**src/rtl/keypad_pkg.sv**
```systemverilog
// rtl/keypad_pkg.sv - shared types and helpers for the keypad scan controller
package keypad_pkg;

    typedef enum logic [2:0] {
        ST_IDLE,
        ST_SCAN,
        ST_DEBOUNCE,
        ST_REPORT,
        ST_RELEASE
    } scan_state_e;

    // Wide enough for any keypad up to 16 rows.
    localparam int ROW_IDX_W = 4;
    typedef logic [ROW_IDX_W-1:0] row_idx_t;

    function automatic int key_width(input int rows, input int cols);
        return (rows * cols > 1) ? $clog2(rows * cols) : 1;
    endfunction

endpackage

```
**src/rtl/sync_edge_det.sv**
```systemverilog
// rtl/sync_edge_det.sv - two-flop synchroniser with rising-edge pulse output
module sync_edge_det #(
    parameter int               WIDTH     = 1,
    parameter logic [WIDTH-1:0] RESET_VAL = '0
) (
    input  logic             clk,
    input  logic             rst,
    input  logic [WIDTH-1:0] d_i,
    output logic [WIDTH-1:0] level_o,
    output logic [WIDTH-1:0] rise_o
);

    logic [WIDTH-1:0] meta_q;
    logic [WIDTH-1:0] sync_q;
    logic [WIDTH-1:0] prev_q;

    always_ff @(posedge clk or posedge rst) begin
        if (rst) begin
            meta_q <= RESET_VAL;
            sync_q <= RESET_VAL;
            prev_q <= RESET_VAL;
        end else begin
            meta_q <= d_i;
            sync_q <= meta_q;
            prev_q <= sync_q;
        end
    end

    assign level_o = sync_q;
    assign rise_o  = sync_q & ~prev_q;

endmodule

```
**src/rtl/keypad_scan_ctrl.sv**
```systemverilog
// rtl/keypad_scan_ctrl.sv - 4x4 keypad row scanner with debounce and key handshake
module keypad_scan_ctrl
    import keypad_pkg::*;
#(
    parameter int ROWS           = 4,
    parameter int COLS           = 4,
    parameter int DEBOUNCE_TICKS = 8,
    parameter int KEY_W          = key_width(ROWS, COLS)
) (
    input  logic             clk,
    input  logic             rst,
    input  logic             enable,
    input  logic             div_q,
    output logic             div_ena,
    output logic [ROWS-1:0]  row_n,
    input  logic [COLS-1:0]  col_n,
    output logic             key_valid,
    output logic [KEY_W-1:0] key_code,
    input  logic             key_ready,
    output logic             key_held,
    output logic             key_lost
);

    logic            tick;
    logic            div_level_unused;
    logic [COLS-1:0] col_s;
    logic [COLS-1:0] col_rise_unused;

    sync_edge_det #(
        .WIDTH     (1),
        .RESET_VAL (1'b0)
    ) u_div_sync (
        .clk     (clk),
        .rst     (rst),
        .d_i     (div_q),
        .level_o (div_level_unused),
        .rise_o  (tick)
    );

    // Columns idle high, so reset the chain to all ones to avoid a phantom press.
    sync_edge_det #(
        .WIDTH     (COLS),
        .RESET_VAL ({COLS{1'b1}})
    ) u_col_sync (
        .clk     (clk),
        .rst     (rst),
        .d_i     (col_n),
        .level_o (col_s),
        .rise_o  (col_rise_unused)
    );

    scan_state_e      state_q;
    row_idx_t         row_q;
    logic [COLS-1:0]  col_oh_q;
    logic [7:0]       cnt_q;
    logic [ROWS-1:0]  row_n_q;
    logic             div_ena_q;
    logic             key_valid_q;
    logic [KEY_W-1:0] key_code_q;
    logic             key_held_q;
    logic             key_lost_q;

    logic [COLS-1:0]  col_low;
    logic             col_single;
    logic             col_idle;
    logic             col_match;
    row_idx_t         row_next;
    logic [ROWS-1:0]  row_n_next;
    logic [7:0]       cnt_inc;
    logic             cnt_done;
    logic [KEY_W-1:0] col_idx;
    logic [KEY_W-1:0] code_d;

    assign col_low    = ~col_s;
    assign col_single = $onehot(col_low);
    assign col_idle   = (col_low == '0);
    assign col_match  = (col_low == col_oh_q);
    assign row_next   = (row_q == row_idx_t'(ROWS - 1)) ? '0 : row_q + row_idx_t'(1);
    assign row_n_next = ~(ROWS'(1) << row_next);
    assign cnt_inc    = cnt_q + 8'd1;
    assign cnt_done   = (cnt_inc == 8'(DEBOUNCE_TICKS));

    always_comb begin
        col_idx = '0;
        for (int c = 0; c < COLS; c++) begin
            if (col_oh_q[c]) begin
                col_idx = KEY_W'(c);
            end
        end
    end

    assign code_d = KEY_W'(row_q) * KEY_W'(COLS) + col_idx;

    always_ff @(posedge clk or posedge rst) begin
        if (rst) begin
            state_q     <= ST_IDLE;
            row_q       <= '0;
            col_oh_q    <= '0;
            cnt_q       <= '0;
            row_n_q     <= '1;
            div_ena_q   <= 1'b0;
            key_valid_q <= 1'b0;
            key_code_q  <= '0;
            key_held_q  <= 1'b0;
            key_lost_q  <= 1'b0;
        end else begin
            key_lost_q <= 1'b0;
            // Consumer handshake; REPORT below may re-set valid in the same cycle.
            if (key_valid_q && key_ready) begin
                key_valid_q <= 1'b0;
            end

            if (!enable) begin
                state_q    <= ST_IDLE;
                row_q      <= '0;
                row_n_q    <= '1;
                div_ena_q  <= 1'b0;
                cnt_q      <= '0;
                key_held_q <= 1'b0;
            end else begin
                case (state_q)
                    ST_IDLE: begin
                        state_q   <= ST_SCAN;
                        row_q     <= '0;
                        row_n_q   <= ~ROWS'(1);
                        div_ena_q <= 1'b1;
                        cnt_q     <= '0;
                    end
                    ST_SCAN: begin
                        if (tick) begin
                            if (col_single) begin
                                col_oh_q   <= col_low;
                                cnt_q      <= '0;
                                key_held_q <= 1'b1;
                                state_q    <= ST_DEBOUNCE;
                            end else begin
                                row_q   <= row_next;
                                row_n_q <= row_n_next;
                            end
                        end
                    end
                    ST_DEBOUNCE: begin
                        if (tick) begin
                            if (col_match) begin
                                cnt_q <= cnt_inc;
                                if (cnt_done) begin
                                    state_q <= ST_REPORT;
                                end
                            end else begin
                                // Row stays put so the same row is re-sampled next tick.
                                cnt_q      <= '0;
                                key_held_q <= 1'b0;
                                state_q    <= ST_SCAN;
                            end
                        end
                    end
                    ST_REPORT: begin
                        if (!key_valid_q || key_ready) begin
                            key_code_q  <= code_d;
                            key_valid_q <= 1'b1;
                        end else begin
                            key_lost_q <= 1'b1;
                        end
                        cnt_q   <= '0;
                        state_q <= ST_RELEASE;
                    end
                    ST_RELEASE: begin
                        if (tick) begin
                            if (!col_idle) begin
                                cnt_q <= '0;
                            end else if (cnt_done) begin
                                cnt_q      <= '0;
                                key_held_q <= 1'b0;
                                row_q      <= row_next;
                                row_n_q    <= row_n_next;
                                state_q    <= ST_SCAN;
                            end else begin
                                cnt_q <= cnt_inc;
                            end
                        end
                    end
                    default: begin
                        state_q <= ST_IDLE;
                    end
                endcase
            end
        end
    end

    assign div_ena   = div_ena_q;
    assign row_n     = row_n_q;
    assign key_valid = key_valid_q;
    assign key_code  = key_code_q;
    assign key_held  = key_held_q;
    assign key_lost  = key_lost_q;

endmodule

```
**config.mk**
```make
export PLATFORM = sky130hd
export DESIGN_NAME = keypad_scan_ctrl
export DESIGN_NICKNAME = d
export VERILOG_FILES = /design/src/rtl/keypad_pkg.sv /design/src/rtl/sync_edge_det.sv /design/src/rtl/keypad_scan_ctrl.sv
export SDC_FILE = /design/constraint.sdc
export NUM_CORES = 1
export LEC_CHECK = 0
export BUFFER_PORTS_ARGS = -buffer_cell sky130_fd_sc_hd__buf_4
export CAP_MARGIN = 30
export CELL_PAD_IN_SITES_DETAIL_PLACEMENT = 0
export CELL_PAD_IN_SITES_GLOBAL_PLACEMENT = 2
export CORE_MARGIN = 3
export CORE_UTILIZATION = 37
export CTS_BUF_LIST = sky130_fd_sc_hd__clkbuf_8 sky130_fd_sc_hd__clkbuf_16
export CTS_CLUSTER_SIZE = 24
export DETAILED_ROUTE_END_ITERATION = 7
export GPL_ROUTABILITY_DRIVEN = 0
export HOLD_SLACK_MARGIN = 0.02
export PLACE_DENSITY_LB_ADDON = 0.1
export SYNTH_ARGS = -nofsm -noshare
export SYNTH_HDL_FRONTEND = slang
export SYNTH_SLANG_ARGS = --single-unit
```
**constraint.sdc**
```tcl
create_clock -name clk -period 3.2 [get_ports clk]
set_clock_uncertainty 0.05 [all_clocks]
set_input_delay 0.32 -clock clk [delete_from_list [all_inputs] [get_ports clk]]
set_output_delay 0.32 -clock clk [all_outputs]
set_load 0.005 [all_outputs]
```
After elaboration in Yosys (flattened, before gate mapping)
Index checks and enable logic that the tools add are counted.
- $add $sub $neg: 6
- multiply operators: 0
- div/mod/pow operators: 0
- magnitude comparators: 0
- equality and inequality tests: 21
- shift-type cells: 1
- muxes and demuxes: 55
- bitwise logic cells: 4
- reduce and logical (&&, ||, !) cells: 12
- operators with widths (cell ; count):
    two-way mux 8 bit ; 8
    two-way mux 4 bit ; 15
    case mux 8 bit (4 select lines) ; 1
    two-way mux 3 bit ; 9
    inequality test 3 bit (second input constant) ; 8
    case mux 4 bit (3 select lines) ; 2
    two-way mux 1 bit ; 18
    case mux 3 bit (5 select lines) ; 1
    adder 8 x 1 -> 8 bit (second input constant) ; 1
    equality test 8 x 4 -> 1 bit (second input constant) ; 1
    inequality test 4 x 1 -> 1 bit (second input constant) ; 2
    inverter 4 bit ; 2
    AND reduction 8 bit ; 1
    AND reduction 7 bit ; 1
    equality test 3 x 1 -> 1 bit (second input constant) ; 2
    equality test 3 x 2 -> 1 bit (second input constant) ; 2
    AND reduction 6 bit ; 1
    inequality test 5 x 2 -> 1 bit (second input constant) ; 1
    AND reduction 5 bit ; 1
    adder 1 x 1 -> 2 bit ; 2
    adder 4 x 1 -> 4 bit (second input constant) ; 1
    adder 4 bit ; 1
    equality test 4 x 2 -> 1 bit (second input constant) ; 1
    equality test 4 bit ; 1
    16 further kinds ; 16
- flip-flop bits (word level): 42
- latch bits: 0
- bits in writable memories: 0
- bits in read-only memories: 0
- memories: 0

Logic depth before layout (Yosys ltp)
Gate-level depths: netlist of run 1.
- word-level depth: 9
- mapped depth: 10
- gate-level depth less buffers: 10

By module
A second synthesis of run 1 with hierarchy kept.
- cells, all modules: 245
- area, all modules: 2537.4 µm²
- modules (own cells, without submodules) (module ; times used ; cells each ; area an instance (µm²)):
    keypad_scan_ctrl ; 1 ; 223 ; 2070.7
    sync_edge_det at u_col_sync ; 1 ; 17 ; 374.1
    sync_edge_det at u_div_sync ; 1 ; 5 ; 92.6

Worst setup path before layout of run 1
OpenSTA, ideal clock, no wires.
- path type: register -> register
- from: register u_col_sync.sync_q[0] (netlist: u_col_sync.level_o[0])
- to: register state_q[0]
- setup time: 0.065 ns
- arrival: 2.578 ns
- required time: 3.085 ns
- slack: 0.508 ns
- stages on the path, launching flop included: 11
- path buffers: 0
- clock period less this slack: 2.692 ns
- cell sequence: dfstp_2 > fa_1 > inv_1 > ha_1 > ha_1 > nor3b_1 > and2_1 > nor2_1 > o31a_1 > a2111oi_2 > o21a_1
- word-level cells in the longest chain between the ends: 6
- elaborated cells on any way between the ends: 14
- classes of those cells: add/sub (2); eq/ne (5); mux (4); bitwise (1); reduce/logical (2)
- RTL lines (item ; RTL line ; source):
    from (decl) ; sync_edge_det.sv:14 ; logic [WIDTH-1:0] sync_q;
    from (signal assigned) ; sync_edge_det.sv:24 ; sync_q <= meta_q;
    inverter 4 bit * ; keypad_scan_ctrl.sv:74 ; assign col_low = ~col_s;
    adder 1 x 1 -> 2 bit (not written as such) or equality test 4 bit (tied branches) ; keypad_scan_ctrl.sv:75, keypad_scan_ctrl.sv:77 ;
    adder 2 x 2 -> 3 bit (not written as such) or two-way mux 3 bit (tied branches) ; keypad_scan_ctrl.sv:75, keypad_scan_ctrl.sv:144 ;
    equality test 3 x 1 -> 1 bit or two-way mux 3 bit (tied branches) ; keypad_scan_ctrl.sv:75, keypad_scan_ctrl.sv:143 ;
    inequality test 3 bit (no line) or case mux 3 bit (5 select lines) (tied branches) ; -- ;
    AND reduction 7 bit (no line) or two-way mux 3 bit (tied branches) ; -- ;
    to (signal assigned) ; keypad_scan_ctrl.sv:96 ; state_q <= ST_IDLE;
    to (signal assigned) ; keypad_scan_ctrl.sv:114 ; state_q <= ST_IDLE;
    to (signal assigned) ; keypad_scan_ctrl.sv:123 ; state_q <= ST_SCAN;
    to (decl) ; keypad_scan_ctrl.sv:52 ; scan_state_e state_q;
Mark *: on every way between the ends. The rest lies on a longest branch, timed or not. The select of a mux whose other input is x is not followed.
A chain may end at the register's enable or synchronous reset.

Final worst setup path of run 1
- from: register u_col_sync.sync_q[1] (netlist: u_col_sync.level_o[1])
- to: register cnt_q[0]
- word-level cells in the longest chain between the ends: 6
- elaborated cells on any way between the ends: 14
- classes of those cells: add/sub (2); eq/ne (3); mux (6); bitwise (1); reduce/logical (2)
- RTL lines (item ; RTL line ; source):
    inverter 4 bit * ; keypad_scan_ctrl.sv:74 ;
    adder 1 x 1 -> 2 bit (not written as such) (tied with other cells) ; keypad_scan_ctrl.sv:75 ; assign col_single = $onehot(col_low);
    adder 2 x 2 -> 3 bit (not written as such) (tied with other cells) ; keypad_scan_ctrl.sv:75 ;
    equality test 3 x 1 -> 1 bit (tied with other cells) ; keypad_scan_ctrl.sv:75 ;
    inequality test 3 bit (no line) or case mux 8 bit (4 select lines) (tied branches) ; -- ;
    AND reduction 5 bit (no line) or two-way mux 8 bit (tied branches) ; -- ;
    to (signal assigned) ; keypad_scan_ctrl.sv:145 ; cnt_q <= cnt_inc;
    to (signal assigned) ; keypad_scan_ctrl.sv:178 ; cnt_q <= cnt_inc;
    to (decl) ; keypad_scan_ctrl.sv:55 ; logic [7:0] cnt_q;
Marks and branches as above.

==> reports/metrics.sh, run 1 <==
RUN_STATUS='complete, no violations'
HIGHEST_METAL_USED='met4'
SYNTH_CELLS=222
CP_NUM_BUF_INV=1
FINAL_AREA_UM2=2500
DETAIL_ROUTE.DRC_VIOLATIONS=0
CRITICAL_PATH.STARTPOINT_TYPE='register'
NUMPORTBUFFERS=20
CRIT_ARRIVAL_NS=3.08
NUMBER_OF_DIODES_ADDED_FOR_ANTENNA_FIXING=0
SYNTH-SEQ-CELLS=42
CHIPHEIGHT_UM=83.1
SYNTH.CELL_AREA_UM2=2200
POST-DP-HPWL_UM=3390
SYNTH-ADDER-AREA-SHARE_PCT=3.75
GRT_PASS1_WL_UM=8240
SYNTH_MUX_AREA_SHARE_PCT=4.55
VIA_COUNT=1743
WORSTPATHREQUIRED_NS=3.36
WL_PER_CELL_UM=14.5
MOSTFREQUENTLAYOUTCELLS='30 x sky130_fd_sc_hd__dfrtp_1, 23 x sky130_fd_sc_hd__nand2_1, 21 x sky130_fd_sc_hd__buf_4'
HOLD-WORST-SLACK_NS=0.0802
LAYOUT.CELLS.MOST_COMMON='sky130_fd_sc_hd__dfrtp_1'
GLOBALROUTE.TOTALOVERFLOW=0
PERIOD_NEEDED_NS=2.92
PATH_CLK_SLEW_NS=0.08
MIN-DELAY-PATH-CLASS='input pin to register'
DETAIL_ROUTE.ITER0.VIOLATIONS=79
CTS.PATH.MAX_BUFFERS=2
SETUP_TNS_NS=0
TIMING.SLEW.HEADROOM_PCT=51.1
SYNTHXORXNORAREAFRAC_PCT=1.99
DETAILROUTE.WIRELENGTH.MET3_UM=172
CP_SLOWEST_STAGE_DELAY_NS=0.57
FP-ROW-COUNT=27
NETLIST-CELL-TYPE-COUNT=52
POWER.STATIC_LEAKAGE_nW=1.05
MIN_PERIOD_OVER_PERIOD_PCT=91.4
CRITICAL_PATH.MAX_FANOUT=10
FINAL-MAX-SLEW-VIOLATION-COUNT=0
INITIAL_UTILIZATION_PCT=39.0
COREAREA_UM2=5640
ROUTE.DETAILED.VIAS_PER_INST=5.50
REPORT.FINAL.SETUP_VIOL=0
FINAL_NET_COUNT=259
TIMING.CRITICAL_PATH.MAX_DELAY_FAMILY='simple AND/OR/NAND/NOR gates'
CELLPOWERDENSITY_nW_PER_UM2=549
CTS.SINKS=42
GRT_OVERALL_USAGE_PCT=14.4
PLACEDINSTANCEAREA_UM2=2410
TOTAL_WIRE_LENGTH_UM=4610
CLOCK_LATENCY_ON_THE_WORST_SKEW_PAIR_NS=0.29
CHIPWIDTH_UM=83.1
GRT_SETUP_UNREPAIRED='false'
SYNTH_SEQUENTIAL_AREA_RATIO_PCT=48.4
CTS_POST_SETUP_BUFFERS_INSERTED=0
SYN-MEAN-INSTANCE-AREA_UM2=9.92
MET2_WIRELENGTH_UM=2250
FLOW.AREA_GROWTH_FROM_SYNTHESIS_PCT=13.5
CRIT_CHAIN='fa_1 -> inv_1 -> ha_1 -> ha_1 -> nor3b_2 -> nor2_1 -> nor3_1 -> nor2_1 -> nand3b_1 -> o21ai_0'
HOLD_VIOL=0
HOLDBUFCOUNTCTS=0
DRT.ANTENNA.VIOLATING_NETS=0
DESIGN.DIE.AREA_UM2=6910
GRT_PASS1_VIAS=1699
POST-ROUTE-UTIL_PCT=44.3
PLACE_WS_NS=0.154
NUMBER_OF_H_TREE_LEVELS=2
TIMING.FMAX_MHz=342
CAP_VIOLATIONS=0
POST_CTS.RESIZED_INSTANCES=0
POST_ROUTE_CELLS_DRIVE_ABOVE_1_SHARE_PCT=24.5
SYNTH_COMPOUND_GATE_AREA_SHARE_PCT=17.7
CRIT_SLOWEST_CELL='sky130_fd_sc_hd__dfstp_2'
MET1_LENGTH_UM=2130
ACTUAL_SLEW_AT_THE_WORST_MAX_SLEW_PIN_NS=0.726
FINAL.SETUP.WORST_SLACK_NS=0.277
DR.PASS1.ITERS=4
FLOORPLAN.IO_PINS=21
CRITPATHCAPTURETYPE='register'
ANTENNA_VIOLATIONS_BEFORE_REPAIR=0
NET_COUNT_OF_THE_MAPPED_NETLIST=237
PATH_CLASS='register to register'
GRT_START_MAX_NET_PINS=43
RRSETUPSLACK_NS=0.28
VDD_IR_DROP_MAX_uV=250
CTS-BUFFERS-INSERTED=5
TRITONCTS='yes'
YOSYS.AREA_SHARE.SIMPLE_PCT=19.4
SYNTHESIS.YOSYS.WARNINGS=0
SYNTH_TOP_FAMILY_BY_AREA='simple AND/OR/NAND/NOR gates'
CLOCK_TREE.ROOT_CELL='sky130_fd_sc_hd__clkbuf_8'
logic make-up after synthesis:
kind of cell    count (synthesis)
simple gates                   85
mux                             9
compound gates                 56
fa+ha+maj                       6
xor+xnor                        5
flops                          42
buf+inv                        19
Yosys cell counts (all sizes together):
cell     number  area (um^2)
a2111oi       1         15.0
a211o         2         18.8
a211oi        1         7.51
a21bo         1         10.0
a21oi        10         53.8
a22o          2         18.8
a311oi        1         15.0
a31oi         3         18.8
a32o          2         20.0
and2          3         18.8
and2b         1         8.76
and3          2         15.0
buf           2         22.5
clkbuf        4         20.0
dfrtp        30          751
dfstp        12          315
fa            1         20.0
ha            5         62.6
inv          13         48.8
mux2          8         90.1
mux2i         1         10.0
nand2        23         86.3
nand2b        5         31.3
nand3        11         60.1
nand3b        2         15.0
nand4         3         18.8
nor2         16         60.1
nor2b         4         25.0
nor3          9         45.0
nor3b         1         7.51
nor4          1         6.26
nor4b         1         8.76
o211ai        1         7.51
o21a          1         7.51
o21ai        17         96.3
o21bai        2         15.0
o22ai         6         37.5
o31a          2         17.5
o31ai         3         22.5
o32ai         1         8.76
or3           1         6.26
or4           2         15.0
xnor2         2         17.5
xor2          3         26.3
registers in the layout, summed over array words and instances (netlist names):
name and cells:
row_n 4, state_q 3, u_div_sync.meta_q 1, u_div_sync.prev_q 1, u_col_sync.level_o 4, key_held 1, key_valid 1, div_ena 1
key_lost 1, key_code 4, u_col_sync.meta_q 4, cnt_q 8, u_div_sync.level_o 1, col_oh_q 4, row_q 4
per-layer routing:
metal	track usage, %	vias up
met4	4.46	0
met5	0	-
met3	3.27	6
met2	23.3	41
met1	19.2	854
li1	-	842
report_power, final:
part	switching (mW)	internal (mW)
Clock	0.183	0.151
Sequential	0.0761	0.611
Combinational	0.178	0.173
Total	0.437	0.936
cell type report:
class | instances | area (um^2)
Clock inverter | 3 | 17.5
Timing Repair Buffer | 21 | 158
Sequential cell | 42 | 1070
Clock buffer | 5 | 68.8
Inverter | 13 | 48.8
Fill cell | 526 | 3140
Tap cell | 72 | 90.1
Multi-Input combinational cell | 161 | 1050
metrics by stage:
step	power [mW]	cells
2_1_floorplan	0.931	222
3_3_place_gp	1.04	309
3_5_place_dp	1.05	309
4_1_cts	1.40	317
5_1_grt	1.48	317
6_report	1.37	317
worst paths after layout:
kind                                        from                   end  cells after the start
max                        u_col_sync.level_o[1]              cnt_q[0]                     10
min                                     col_n[0]  u_col_sync.meta_q[0]                      1
max reg2reg                u_col_sync.level_o[1]              cnt_q[0]                     10
min reg2reg                    u_div_sync.meta_q    u_div_sync.level_o                      0
max in group asynchronous                    rst              row_n[2]                      3
min in group asynchronous                    rst           col_oh_q[2]                      3
worst reg2reg max path, delay by kind of cell, from the launching register on:
kind                       cells  cell delay (ns)
AOI/OAI and AO/OA              1             0.22
buffers and inverters          1             0.07
and+or+nand+nor                5             1.15
adders and majority gates      3             0.77
DFF                            1             0.57
No activity file was read; power rests on OpenSTA's default activity.
==> inputs of run 2 (changes only) <==
REMOVE_ABC_BUFFERS = 1   (was default)
==> run 2 against run 1 <==
  * Via count is 2.5% lower
  * Routed wire length grew 1.8%
  * First-iteration DRC count grew 24%
  * Core utilization rose by 0.91 points
  * Sequential cell count unchanged
  * Final cell count did not move
  * Combinational power about the same
  * Hold slack about the same
  * Sequential power is essentially flat
  * Clock power up 49%
  * Largest cell class unchanged
  * Largest power group unchanged
==> reports/metrics.sh, run 2 (synthesized netlist as in run 1, its figures left out) <==
RUN_STATUS='complete, no violations'
POST_ROUTE_CELLS_DRIVE_ABOVE_1_SHARE_PCT=24.9
FLOORPLAN.IO_PINS=21
MIN-DELAY-PATH-CLASS='input pin to register'
HOLD_END='u_col_sync.meta_q[0]'
CTS.PATH.MAX_BUFFERS=2
NUMBER_OF_DIODES_ADDED_FOR_ANTENNA_FIXING=0
DESIGN.DIE.AREA_UM2=6910
MOSTFREQUENTLAYOUTCELLS='30 x sky130_fd_sc_hd__dfrtp_1, 23 x sky130_fd_sc_hd__nand2_1, 21 x sky130_fd_sc_hd__buf_4'
CP_SLOWEST_STAGE_DELAY_NS=0.58
POST-DP-HPWL_UM=3480
GRT_OVERALL_USAGE_PCT=14.7
PATH_CLK_SLEW_NS=0.08
TRITONCTS='yes'
INITIAL_UTILIZATION_PCT=39.0
CTS.SINKS=42
POWER.STATIC_LEAKAGE_nW=1.07
ROUTE.DETAILED.VIAS_PER_INST=5.36
CLOCK_POWER_SHARE_PCT=32.3
GLOBALROUTE.TOTALOVERFLOW=0
FINISH.CELL_COUNT_WITHOUT_FILLERS=317
PLACE_WS_NS=0.243
REPORT.FINAL.SETUP_VIOL=0
DETAIL_ROUTE.ITER0.VIOLATIONS=98
CLOCK_LATENCY_ON_THE_WORST_SKEW_PAIR_NS=0.29
LAYOUT.CELLS.MOST_COMMON='sky130_fd_sc_hd__dfrtp_1'
NUMPORTBUFFERS=20
MET2_WIRELENGTH_UM=2240
CRIT_ARRIVAL_NS=3.02
ACTUAL_SLEW_AT_THE_WORST_MAX_SLEW_PIN_NS=0.661
HOLDBUFCOUNTCTS=0
DR.PASS1.ITERS=4
ANTENNA_VIOLATIONS_BEFORE_REPAIR=0
TIMING.FMAX_MHz=350
CRITICAL_PATH.MAX_FANOUT=10
CAP_VIOLATIONS=0
FLOW.AREA_GROWTH_FROM_SYNTHESIS_PCT=15.8
PERIOD_NEEDED_NS=2.86
TIMING.SLEW.HEADROOM_PCT=55.6
DETAILROUTE.WIRELENGTH.MET3_UM=174
CRIT_SLOWEST_CELL='sky130_fd_sc_hd__dfstp_2'
MET1_LENGTH_UM=2220
GRT_PASS1_WL_UM=8320
GRT_PASS1_VIAS=1713
P_SEQ_SHARE_PCT=44.7
CTS_POST_SETUP_BUFFERS_INSERTED=0
INTERNAL-POWER_mW=1.10
MIN_PERIOD_OVER_PERIOD_PCT=89.4
R2R.WORST_PATH.CELLS=10
CRIT_CHAIN='fa_1 -> inv_1 -> ha_1 -> ha_1 -> nor3b_2 -> nor2_1 -> nor3_1 -> nor2_1 -> nand3b_1 -> o22ai_1'
LARGEST_REGISTER_FF_COUNT=8
CRITPATHCAPTURETYPE='register'
DETAIL_ROUTE.DRC_VIOLATIONS=0
GRT_START_MAX_NET_PINS=43
WORSTHOLDSTART='col_n[0]'
CLOCK_TREE.ROOT_CELL='sky130_fd_sc_hd__clkbuf_8'
SETUP_TNS_NS=0
GRT_SETUP_UNREPAIRED='false'
HOLD_VIOL=0
COREAREA_UM2=5640
RRSETUPSLACK_NS=0.34
HIGHEST_METAL_USED='met4'
FINAL.SETUP.WORST_SLACK_NS=0.341
VIA_COUNT=1700
PATH_CLASS='register to register'
WHS_PATH_DEPTH=1
REGTOREGENDPOINT='cnt_q[3]'
FINAL_NET_COUNT=259
CHIPHEIGHT_UM=83.1
VDD_IR_DROP_MAX_uV=278
CHIPWIDTH_UM=83.1
FINAL-MAX-SLEW-VIOLATION-COUNT=0
NUMBER_OF_H_TREE_LEVELS=2
CELLPOWERDENSITY_nW_PER_UM2=602
CRITICAL_PATH.STARTPOINT_TYPE='register'
WORSTSETUPSTARTPOINT='u_col_sync.level_o[1]'
DRT.ANTENNA.VIOLATING_NETS=0
WL_PER_CELL_UM=14.8
TOTAL_WIRE_LENGTH_UM=4690
PLACED_CELLS=309
WORSTPATHREQUIRED_NS=3.36
FP-ROW-COUNT=27
SWITCHING_POWER_mW=0.439
SWITCHING_SHARE_PCT=28.6
CTS-BUFFERS-INSERTED=5
TOP_REGISTER='cnt_q'
WORST_R2R_STARTPOINT='u_col_sync.level_o[1]'
PWR-SHARE-COMB_PCT=23.0
run 2: cell types whose count changed in the layout (fill, tap and decap cells not counted), sizes merged:
cell	delta
inv	-1
bufinv	+2
clkinv	-1
run 2: cell type report:
type	count	area [um^2]
repair buffers	21	158
clock buffers	5	68.8
clock inverters	3	68.8
inverters	13	48.8
well taps	72	90.1
multi-input cells	161	1050
fillers	543	3090
flip-flops and latches	42	1070
run 2: worst max-delay path: cells and delay by family, from the launching register on:
kind | cells | cell delay, ns
AOI/OAI and AO/OA | 1 | 0.21
adders and majority gates | 3 | 0.78
DFF | 1 | 0.58
and+or+nand+nor | 5 | 1.11
buffers and inverters | 1 | 0.06
run 2: power by group through the flow:
stage	Sequential (mW)	Combinational, mW	Clock (mW)
after floorplan	0.682	0.236	0
after global placement	0.694	0.349	0
after detailed placement	0.697	0.357	0
after CTS	0.686	0.358	0.517
after global routing	0.701	0.399	0.545
final	0.686	0.353	0.497
run 2: layer usage:
metal	track usage, %	up-vias
met1	19.3	816
li1	-	845
met2	24.1	33
met5	0	-
met4	4.75	0
met3	3.27	6
run 2: how the worst max path moves through the flow:
stage | endpoint | depth (start not counted) | slack (ns)
after detailed placement | cnt_q[3] | 10 | 0.24
after CTS | cnt_q[3] | 10 | 0.23
final | cnt_q[3] | 10 | 0.34
after global placement | state_q[1] | 10 | 0.31
after floorplan | state_q[0] | 10 | 0.51
after global routing | cnt_q[4] | 10 | 0.05
run 2: per-stage QoR:
stage	util, %	area [um^2]	hold WS, ns	power, mW
after detailed placement	42.7	2410	0.288	1.05
final	45.2	2550	0.0806	1.54
after global placement	42.7	2410	0.284	1.04
after global routing	45.2	2550	0.0548	1.65
after CTS	45.1	2540	0.0627	1.56
after floorplan	-	2160	0.274	0.918
run 2: timing repair:
action                     4_1_cts  5_1_grt
hold endpoints to repair         0        0
setup endpoints to repair        0        4
resized for setup                0        1
